===== src/rtl/shop_pkg.sv =====
// Shared definitions for the upgrade-shop purchase initiator.
// Holds status codes, FSM state encoding and default timing parameters.
package shop_pkg;

    localparam int DEF_DEBOUNCE_CYCLES = 500000;
    localparam int DEF_TIMEOUT_CYCLES  = 1024;

    localparam logic [1:0] STAT_IDLE = 2'b00;
    localparam logic [1:0] STAT_OK   = 2'b01;
    localparam logic [1:0] STAT_POOR = 2'b10;
    localparam logic [1:0] STAT_MAX  = 2'b11;

    typedef enum logic [2:0] {
        ST_IDLE,
        ST_ARM,
        ST_REQ,
        ST_WAIT,
        ST_HOLD
    } shop_state_t;

    // Outcome when the wallet never answered: a maxed upgrade explains the silence
    function automatic logic [1:0] timeoutStatus(input logic maxed);
        return maxed ? STAT_MAX : STAT_POOR;
    endfunction

endpackage


===== src/rtl/btn_debouncer.sv =====
// Buy-button conditioning: two-flop synchronizer, stability counter and
// rising-edge detector producing a one-cycle press event.
module btn_debouncer
    import shop_pkg::*;
#(
    parameter int DEBOUNCE_CYCLES = DEF_DEBOUNCE_CYCLES
) (
    input  logic i_clk,
    input  logic i_rst,
    input  logic i_btn,
    output logic o_level,
    output logic o_press
);

    localparam int CNT_W = (DEBOUNCE_CYCLES > 1) ? $clog2(DEBOUNCE_CYCLES) : 1;

    logic             r_sync1;
    logic             r_sync2;
    logic             r_level;
    logic             r_levelDly;
    logic             r_press;
    logic [CNT_W-1:0] r_cnt;

    // Bring the raw button into the clock domain before anything looks at it
    always_ff @(posedge i_clk) begin
        if (i_rst) begin
            r_sync1 <= 1'b0;
            r_sync2 <= 1'b0;
        end else begin
            r_sync1 <= i_btn;
            r_sync2 <= r_sync1;
        end
    end

    // Flip the level only after the input has disagreed for a full stable run
    always_ff @(posedge i_clk) begin
        if (i_rst) begin
            r_level <= 1'b0;
            r_cnt   <= '0;
        end else if (r_sync2 != r_level) begin
            if (r_cnt == CNT_W'(DEBOUNCE_CYCLES - 1)) begin
                r_level <= r_sync2;
                r_cnt   <= '0;
            end else begin
                r_cnt <= r_cnt + CNT_W'(1);
            end
        end else begin
            r_cnt <= '0;
        end
    end

    // Registered rising-edge detect of the debounced level
    always_ff @(posedge i_clk) begin
        if (i_rst) begin
            r_levelDly <= 1'b0;
            r_press    <= 1'b0;
        end else begin
            r_levelDly <= r_level;
            r_press    <= r_level & ~r_levelDly;
        end
    end

    assign o_level = r_level;
    assign o_press = r_press;

endmodule


===== src/rtl/shop_ctrl.sv =====
// Upgrade-shop purchase initiator: turns a debounced button press into one
// tick-aligned purchase request, waits a bounded window for the wallet's
// answer and records OK / POOR / MAX plus a saturating success count.
// Optional build macro: SHOP_PRECHECK_EN (local affordability check in IDLE).
module shop_ctrl
    import shop_pkg::*;
#(
    parameter int DEBOUNCE_CYCLES = DEF_DEBOUNCE_CYCLES,
    parameter int TIMEOUT_CYCLES  = DEF_TIMEOUT_CYCLES,
    parameter int COUNT_W         = 8
) (
    input  logic               i_clk,
    input  logic               i_rst,
    input  logic               i_gameClk,
    input  logic               i_btnBuy,
    input  logic               i_buySucc,
    input  logic               i_maxed,
    input  logic [11:0]        i_balance,
    input  logic [11:0]        i_unitCost,
    output logic               o_purchase,
    output logic               o_busy,
    output logic [1:0]         o_status,
    output logic [COUNT_W-1:0] o_buyCount
);

    localparam int TIMER_W = $clog2(TIMEOUT_CYCLES);

    logic               w_level;
    logic               w_press;
    shop_state_t        r_state;
    logic [TIMER_W-1:0] r_timer;
    logic               r_purchase;
    logic               r_busy;
    logic [1:0]         r_status;
    logic [COUNT_W-1:0] r_buyCount;

`ifndef SHOP_PRECHECK_EN
    // Price inputs only matter when the local affordability check is built in
    logic w_unusedPrice;
    assign w_unusedPrice = ^{i_balance, i_unitCost};
`endif

    btn_debouncer #(
        .DEBOUNCE_CYCLES(DEBOUNCE_CYCLES)
    ) u_debouncer (
        .i_clk  (i_clk),
        .i_rst  (i_rst),
        .i_btn  (i_btnBuy),
        .o_level(w_level),
        .o_press(w_press)
    );

    // Purchase sequencer: all outputs are registered so the wallet and display see clean levels
    always_ff @(posedge i_clk) begin
        if (i_rst) begin
            r_state    <= ST_IDLE;
            r_timer    <= '0;
            r_purchase <= 1'b0;
            r_busy     <= 1'b0;
            r_status   <= STAT_IDLE;
            r_buyCount <= '0;
        end else begin
            r_purchase <= 1'b0;
            case (r_state)
                ST_IDLE: begin
                    if (w_press) begin
                        if (i_maxed) begin
                            r_status <= STAT_MAX;
                            r_state  <= ST_HOLD;
                        end
`ifdef SHOP_PRECHECK_EN
                        else if (i_balance < i_unitCost) begin
                            r_status <= STAT_POOR;
                            r_state  <= ST_HOLD;
                        end
`endif
                        else begin
                            r_busy  <= 1'b1;
                            r_state <= ST_ARM;
                        end
                    end
                end
                ST_ARM: begin
                    if (i_maxed) begin
                        r_status <= STAT_MAX;
                        r_busy   <= 1'b0;
                        r_state  <= ST_HOLD;
                    end else if (i_gameClk) begin
                        r_purchase <= 1'b1;
                        r_state    <= ST_REQ;
                    end
                end
                ST_REQ: begin
                    r_timer <= '0;
                    r_state <= ST_WAIT;
                end
                ST_WAIT: begin
                    if (i_buySucc) begin
                        r_status <= STAT_OK;
                        if (r_buyCount != {COUNT_W{1'b1}}) begin
                            r_buyCount <= r_buyCount + COUNT_W'(1);
                        end
                        r_busy  <= 1'b0;
                        r_state <= ST_HOLD;
                    end else if (r_timer == TIMER_W'(TIMEOUT_CYCLES - 1)) begin
                        r_status <= timeoutStatus(i_maxed);
                        r_busy   <= 1'b0;
                        r_state  <= ST_HOLD;
                    end else begin
                        r_timer <= r_timer + TIMER_W'(1);
                    end
                end
                ST_HOLD: begin
                    r_busy <= 1'b0;
                    if (!w_level) begin
                        r_state <= ST_IDLE;
                    end
                end
                default: begin
                    r_state <= ST_IDLE;
                end
            endcase
        end
    end

    assign o_purchase = r_purchase;
    assign o_busy     = r_busy;
    assign o_status   = r_status;
    assign o_buyCount = r_buyCount;

endmodule


===== config.mk =====
export PLATFORM = sky130hd
export DESIGN_NAME = shop_ctrl
export DESIGN_NICKNAME = d
export VERILOG_FILES = /design/src/rtl/shop_pkg.sv /design/src/rtl/btn_debouncer.sv /design/src/rtl/shop_ctrl.sv
export SDC_FILE = /design/constraint.sdc
export NUM_CORES = 1
export LEC_CHECK = 0
export CAP_MARGIN = 20
export CORE_MARGIN = 5
export CORE_UTILIZATION = 50
export CTS_BUF_LIST = sky130_fd_sc_hd__clkbuf_8
export DETAILED_ROUTE_END_ITERATION = 8
export MAX_ROUTING_LAYER = met4
export PLACE_DENSITY = 0.85
export SLEW_MARGIN = 10
export SYNTH_ARGS = -nofsm -noshare
export SYNTH_HDL_FRONTEND = slang
export SYNTH_SLANG_ARGS = --single-unit

===== constraint.sdc =====
create_clock -name i_clk -period 4.6 [get_ports i_clk]
set_clock_uncertainty 0.1 [all_clocks]
set_input_delay 0.92 -clock i_clk [delete_from_list [all_inputs] [get_ports i_clk]]
set_output_delay 0.92 -clock i_clk [all_outputs]
set_load 0.03 [all_outputs]

# After elaboration in Yosys (flattened, before gate mapping)
# Cells that the tools add are included.
# word_totals
register_bits,49
out_inout_bits,12
# op_classes
addsub,3
eq_ne,16
muxes,24
bitwise_logic,4
reduce_logical,12
# op_table
op,count
$mux 3,7
$mux 10,2
$pmux 10 s2,1
$add 19x1->19 const B,1
$eq 19x19->1 const B,1
$pmux 3 s5,1
$add 10x1->10 const B,1
$eq 10x10->1 const B,1
$ne 2x2->1 const B,5
$reduce_and 3->1,3
$add 8x1->8 const B,1
$mux 2,4
$ne 8x8->1 const B,1
$mux 1,7
$eq 3x2->1 const B,2
$ne 3x3->1 const B,2
$pmux 2 s3,1
$reduce_or 3->1,2
$reduce_and 5->1,1
$pmux 1 s4,1
$reduce_and 4->1,1
$reduce_bool 4->1,1
$eq 3x1->1 const B,1
$eq 3x3->1 const B,1
other kinds (8),10

# Logic depth before layout (Yosys ltp)
# Gate-level depths: netlist (run 1).
# depth
depth_word,4
ltp_mapped,7
depth_no_buf,5

# Cells and area by module
# From an unflattened synthesis (run 1), not the netlist that was laid out.
# hier_totals
cells_unflattened,268
hier_area_um2,2348.5
# modules_own_cells
module,n_inst,cells_per_inst,area_per_inst_um2,seq_area_each_um2
shop_ctrl,1,157,1328.8,500.5
btn_debouncer,1,111,1019.7,480.5

# Worst setup path after synthesis (run 1)
# No wires, ideal clock.
# synth_path
path_kind,input to register
start,input port i_buySucc
end,register r_timer[3]
setup_time_ns,0.074
arrival_ns,1.936
t_required_ns,4.426
setup_slack_ns,2.490
path_stages,4
path_buffers,0
cell_sequence,nand4bb_1 -> a41o_1 -> or3_1 -> a31oi_1
# synth_between
elab_chain_cells,2
# synth_rtl
item,line_no,source
start: declaration,shop_ctrl.sv:16,"input logic i_buySucc,"
$ne 2x2->1 (no line),--,
$reduce_and 3->1 (no line),--,
end signal: assignment,shop_ctrl.sv:110,r_timer <= r_timer + TIMER_W'(1);
end: declaration,shop_ctrl.sv:31,logic [TIMER_W-1:0] r_timer;
# Every way passes these cells.
# A chain may end at the register's enable or synchronous reset.

# Worst setup path after layout (run 1)
# layout_path
start,input port i_buySucc
end,register r_timer[5]
# Same word-level chain as after synthesis.

==> summary.txt, run 1 <==
status: finished, final reports clean
f_max: 386 MHz
IO Port Bufs: 17
Compound-Gate Fraction of Synth Area: 0.159
vias in the first global route: 2014
# DRC: 0
CTS tree: yes
final hold slack: 0.297 ns
largest family of logic cells by synthesized area: simple AND/OR/NAND/NOR gates
Pleak: 0.849 nW
Final Routed Wirelength: 4930 um
post-cts sizing count: 0
Buf/Inv on CP: 1
clock-pin slew of the registers on the worst-case setup and hold paths: 0.09 ns
CP Data Arrival Time: 2.70 ns
max incr delay on CP: 0.54 ns
clk root buf: clkbuf_8
Setup WS pre-CTS: 1.73 ns
Sink Count: 49
Initial Util: 0.507
global-route wire length before repair: 8550 um
R2R Setup Slk: 2.47 ns
Post-synth EDFFs: 0
FF+latch count, synth: 49
YS warnings: 0
Top FF cell, synth: dfxtp_1
Final Power: 0.000777 W
die width: 78.5 um
Area growth, synth to finish: 12.1%
cell row count: 25
Tot GR Track Use: 0.177
largest net degree at the start of global routing: 19
area leader, netlist: dfxtp_1
area share of and/or/nand/nor cells after synthesis: 0.294
Netlist Area Pre-Place: 2350 sq um
register area share after synthesis: 0.418
DR pass1 iterations: 4
adder-cell area share of the yosys netlist: 0.0160
setup TNS: 0 ns
final hold violation count: 0
CTS Buffer Depth: 2
synth unique cells: 55
Tcrit/Tclk final: 0.563
vias per cell: 6.02
Post-Syn Instances: 274
Hold WC Path Type: reg -> reg
GPL Wtd Cong: 0.816
Worst-Skew Late Latency: 0.31 ns
area share of the largest cell type after synthesis: 0.418
xor/xnor cell area share of the yosys netlist: 0.0634
# IOs: 42
synth top area cells: dfxtp_1 (42%), nor2_1 (4.8%), xnor2_1 (3.7%)
post-layout min period: 2.59 ns
ANT cells: 0
core box area: 4630 sq um
Slew @ Worst Pin: 0.634 ns
layout cells sized above 1: 0.0590
Slew Limit Fails: 0
Startpoint Class: input port
Max IR drop VDD: 0.221 mV
post-DP HPWL: 3410 um
GRT overflow: 0
final setup fails: 0
pwr dens: 295 nW/um^2
CP Capture Type: flip-flop
Max H-tree Level: 2
Placed Area: 2550 sq um
cells along the critical path: clkdlybuf4s50_1 > nand4bb_1 > a41oi_1 > a21oi_1 > a311oi_1
ys async rst share: 0
detailed-route via count: 2059
Post-CTS Hold Fix Bufs: 0
CP Class: in -> reg
mux share of post-synthesis cell area: 0.0176
Finished Cell Area: 2630 sq um
CTS Buf Count: 5
max_cap viols: 0
die area: 6170 sq um
die height: 78.5 um
Mean Syn Cell Area: 8.57 sq um
Final WS setup: 2.01 ns
CP max FO: 5
Worst slew margin: 0.576
Initial DRC Count: 149
Syn Nets: 307
remaining antenna violation count: 0
Post-CTS Setup Inserts: 0
Final #Nets: 321
cell family with most CP delay: compound AO/OA/AOI/OAI gates
Crit path required time: 4.71 ns
initial antenna violation count: 0
Wirelength per Cell: 14.4 um
slowest CP cell: a41oi_1
RSZ-0062 raised after global routing: no
## path summary, 6_finish.rpt
path	to	cells past startpoint	from
max reg2reg	u_debouncer.r_cnt[14]$_SDFF_PP0_	4	u_debouncer.r_cnt[7]$_SDFF_PP0_
max	r_timer[5]$_SDFFE_PP0P_	5	i_buySucc
min reg2reg	u_debouncer.o_press$_SDFF_PP0_	1	u_debouncer.r_levelDly$_SDFF_PP0_
min	u_debouncer.o_press$_SDFF_PP0_	1	u_debouncer.r_levelDly$_SDFF_PP0_
## logic make-up after synthesis
kind of cell | count (synthesis)
xor+xnor | 17
flops | 49
mux | 4
compound gates | 58
simple gates | 124
fa+ha+maj | 3
buf+inv | 19
## area by class of cell
| type | count | area, sq um |
|---|---|---|
| Clock inverter | 1 | 3.75 |
| Inverter | 8 | 30.0 |
| Fill cell | 415 | 2000 |
| Tap cell | 54 | 67.6 |
| Clock buffer | 6 | 82.6 |
| Multi-Input combinational cell | 206 | 1290 |
| Timing Repair Buffer | 18 | 178 |
| Sequential cell | 49 | 981 |
## where the power goes
group          internal [W]  switching (W)
clock network      0.000117       0.000138
logic             0.0000343      0.0000407
registers          0.000433      0.0000129
total              0.000585       0.000192
## worst register-to-register path: stages (launching register included)
cell	delay [ns]
dfxtp_1	0.37
or4_1	0.55
or3_1	0.45
o21ai_4	0.43
nor2_1	0.11
## routing by layer
| layer | part of all wire | vias up | global-route usage |
|---|---|---|---|
| met5 | 0 | - | - |
| met4 | 0.018 | 0 | 0.0927 |
| met3 | 0.039 | 7 | 0.0367 |
| met2 | 0.51 | 42 | 0.305 |
| met1 | 0.43 | 981 | 0.191 |
| li1 | - | 1029 | - |
## layout by cell type, fill, tap and decap left out, types with 9 or more instances in the layout
cell,instances
a21oi_1,14
dfxtp_1,49
clkdlybuf4s50_1,17
inv_1,9
nand2_1,16
nand3_1,15
xnor2_1,10
o21ai_0,17
nor2_1,30
## metrics by stage
stage	instances	util
4_1_cts	342	0.569
5_1_grt	342	0.569
2_1_floorplan	274	-
6_report	342	0.569
3_5_place_dp	335	0.550
3_3_place_gp	335	0.550
## synth_stat cells (2+ instances only)
cell type / n
nand3_1: 15
o21ai_0: 17
nor4_1: 4
xnor2_1: 10
nand4_1: 8
nor2_1: 30
mux2i_1: 3
clkbuf_1: 7
and3_1: 5
o211ai_1: 2
a311oi_1: 2
nor3_1: 5
nand2b_1: 3
a21oi_1: 14
ha_1: 3
xor2_1: 7
dfxtp_1: 49
inv_1: 8
nor4b_1: 2
o311ai_0: 2
nand3b_1: 2
or4_1: 6
a31oi_1: 6
buf_1: 2
and4_1: 2
nand2_1: 16
or3_1: 8
nor2b_1: 7
o31ai_1: 3
## state kept, by name, indices dropped and copies added, names as in the netlist, 2 cells and up
signal,flops
o_buyCount,8
o_status,2
r_state,3
r_timer,10
u_debouncer.r_cnt,19
Note: power is estimated with default switching activity, not from simulation.
==> run 2: changes to the inputs <==
--- a/config.mk
+++ b/config.mk
@@ -7,11 +7,11 @@
 export LEC_CHECK = 0
 export CAP_MARGIN = 20
 export CORE_MARGIN = 5
-export CORE_UTILIZATION = 50
+export CORE_UTILIZATION = 49
 export CTS_BUF_LIST = sky130_fd_sc_hd__clkbuf_8
 export DETAILED_ROUTE_END_ITERATION = 8
 export MAX_ROUTING_LAYER = met4
-export PLACE_DENSITY = 0.85
+export PLACE_DENSITY = 0.87
 export SLEW_MARGIN = 10
 export SYNTH_ARGS = -nofsm -noshare
 export SYNTH_HDL_FRONTEND = slang
==> constraint.sdc (replaced) <==
create_clock -name i_clk -period 2.3 [get_ports i_clk]
set_clock_uncertainty 0.1 [all_clocks]
set_input_delay 0.46 -clock i_clk [delete_from_list [all_inputs] [get_ports i_clk]]
set_output_delay 0.46 -clock i_clk [all_outputs]
set_load 0.03 [all_outputs]
==> run 2 against run 1 <==
Compared with the run above: cell area up 4.3%; non-clock buffer count is 11 higher; wire length grew 1.4%; worst setup slack worse by 1.8 ns; sequential cell count stayed put; largest power group unchanged.
==> summary.txt, run 2 (synthesized netlist as in run 1, its figures left out) <==
status: finished, final reports clean
CTS tree: yes
CTS Buf Count: 5
largest net degree at the start of global routing: 19
CP max FO: 6
GPL Wtd Cong: 0.908
vias in the first global route: 2036
Final #Nets: 332
Finished Cell Area: 2750 sq um
CP Class: reg -> reg
clk root buf: clkbuf_8
# fillers: 420
Crit path required time: 2.43 ns
Post-CTS Setup Inserts: 0
detailed-route via count: 2109
Hold EP: u_debouncer.o_press$_SDFF_PP0_
Worst-Skew Late Latency: 0.30 ns
DR pass1 iterations: 4
global-route wire length before repair: 8740 um
initial antenna violation count: 0
Startpoint Class: flip-flop
f_max: 476 MHz
vias per cell: 5.97
worst r2r dst: u_debouncer.r_cnt[18]$_SDFF_PP0_
CP Data Arrival Time: 2.23 ns
Final Non-Filler Cells: 353
Max IR drop VDD: 0.429 mV
Slew Limit Fails: 0
die height: 79.2 um
setup TNS: 0 ns
GRT overflow: 0
post-DP HPWL: 3600 um
reg2reg path depth: 5
placed cell count: 346
final hold slack: 0.300 ns
ANT cells: 0
Psw: 0.000388 W
Placed Area: 2640 sq um
Wirelength per Cell: 14.1 um
cell row count: 25
Worst slew margin: 0.703
Initial DRC Count: 176
HP Start: u_debouncer.r_levelDly$_SDFF_PP0_
post-cts sizing count: 0
Hold WC Path Type: reg -> reg
post-layout min period: 2.10 ns
pwr dens: 599 nW/um^2
Post-CTS Hold Fix Bufs: 0
R2R Setup Slk: 0.20 ns
core box area: 4690 sq um
clock-pin slew of the registers on the worst-case setup and hold paths: 0.08 ns
die area: 6280 sq um
die width: 79.2 um
switch share: 0.236
final hold violation count: 0
Final WS setup: 0.200 ns
hold path cells: 1
P_int: 0.00126 W
remaining antenna violation count: 0
most frequent cells in the layout: dfxtp_1 (49), nor2_1 (30), o21ai_0 (17), clkdlybuf4s50_1 (17), nand2_1 (16)
Largest register FFs: 19
Tot GR Track Use: 0.177
IO Port Bufs: 17
Largest Register: u_debouncer.r_cnt
layout cells sized above 1: 0.0970
Critical R2R Launch: u_debouncer.r_cnt[0]$_SDFF_PP0_
Comb power frac: 0.096
Tcrit/Tclk final: 0.913
sequential group share of total power: 0.543
most common cell after layout, fill and taps aside: dfxtp_1
Pleak: 0.913 nW
Slew @ Worst Pin: 0.445 ns
Setup WS pre-CTS: -0.0348 ns
max_cap viols: 0
final setup fails: 0
CTS Buffer Depth: 2
Max H-tree Level: 2
Clk pwr share: 0.361
# DRC: 0
RSZ-0062 raised after global routing: no
CP Capture Type: flip-flop
Sink Count: 49
Area growth, synth to finish: 16.9%
Final Routed Wirelength: 4990 um
Initial Util: 0.501
# IOs: 42
-- run 2: cell count changes in the layout (fill, tap and decap cells not counted) --
cell       delta
buf_4        +10
buf_12        +1
bufinv_16     +1
clkbuf_8      -1
clkinv_2      +1
inv_1         -1
-- run 2: routing by layer --
metal,global-route usage,part of all wire,vias up
met1,0.195,0.42,985
met5,-,0,-
met4,0.0722,0.021,0
li1,-,-,1053
met2,0.311,0.51,60
met3,0.0351,0.048,11
-- run 2: power groups by stage --
stage | registers [W] | logic (W) | clock network (W)
2_1_floorplan | 0.000918 | 0.0000925 | 0
3_3_place_gp | 0.000912 | 0.000151 | 0
3_5_place_dp | 0.000912 | 0.000156 | 0
4_1_cts | 0.000893 | 0.000156 | 0.000607
5_1_grt | 0.000899 | 0.000173 | 0.000634
6_report | 0.000894 | 0.000157 | 0.000594
-- run 2: worst max-delay path by stage --
stage	startpoint	endpoint	slack, ns
final	u_debouncer.r_cnt[0]$_SDFF_PP0_	u_debouncer.r_cnt[18]$_SDFF_PP0_	0.20
after global routing	u_debouncer.r_cnt[0]$_SDFF_PP0_	u_debouncer.r_cnt[18]$_SDFF_PP0_	0.06
after CTS	u_debouncer.r_cnt[0]$_SDFF_PP0_	u_debouncer.r_cnt[18]$_SDFF_PP0_	0.20
after detailed placement	i_buySucc	r_timer[3]$_SDFFE_PP0P_	-0.03
after global placement	i_buySucc	r_timer[3]$_SDFFE_PP0P_	0.02
after floorplan	u_debouncer.r_cnt[7]$_SDFF_PP0_	u_debouncer.r_cnt[14]$_SDFF_PP0_	0.34
-- run 2: final cells by class --
| type | count | area (sq um) | area share |
|---|---|---|---|
| clock buffers | 5 | 68.8 | 0.0251 |
| clock inverters | 2 | 35.0 | 0.0128 |
| inverters | 8 | 30.0 | 0.0109 |
| multi-input cells | 206 | 1290 | 0.470 |
| flip-flops and latches | 49 | 981 | 0.357 |
| well taps | 54 | 67.6 | 0.0246 |
| repair buffers | 29 | 273 | 0.0993 |
-- run 2: through the flow --
stage,utilization,total power [W]
global route,0.585,0.00171
CTS,0.585,0.00166
global placement,0.563,0.00106
finish,0.585,0.00164
detailed placement,0.563,0.00107
floorplan,-,0.00101
-- run 2: critical path, cell delays in order, from the launching register on --
cell     delay, ns
dfxtp_1       0.37
ha_1          0.24
nand4_1       0.23
or3_1         0.48
or4_1         0.43
a21oi_1       0.17
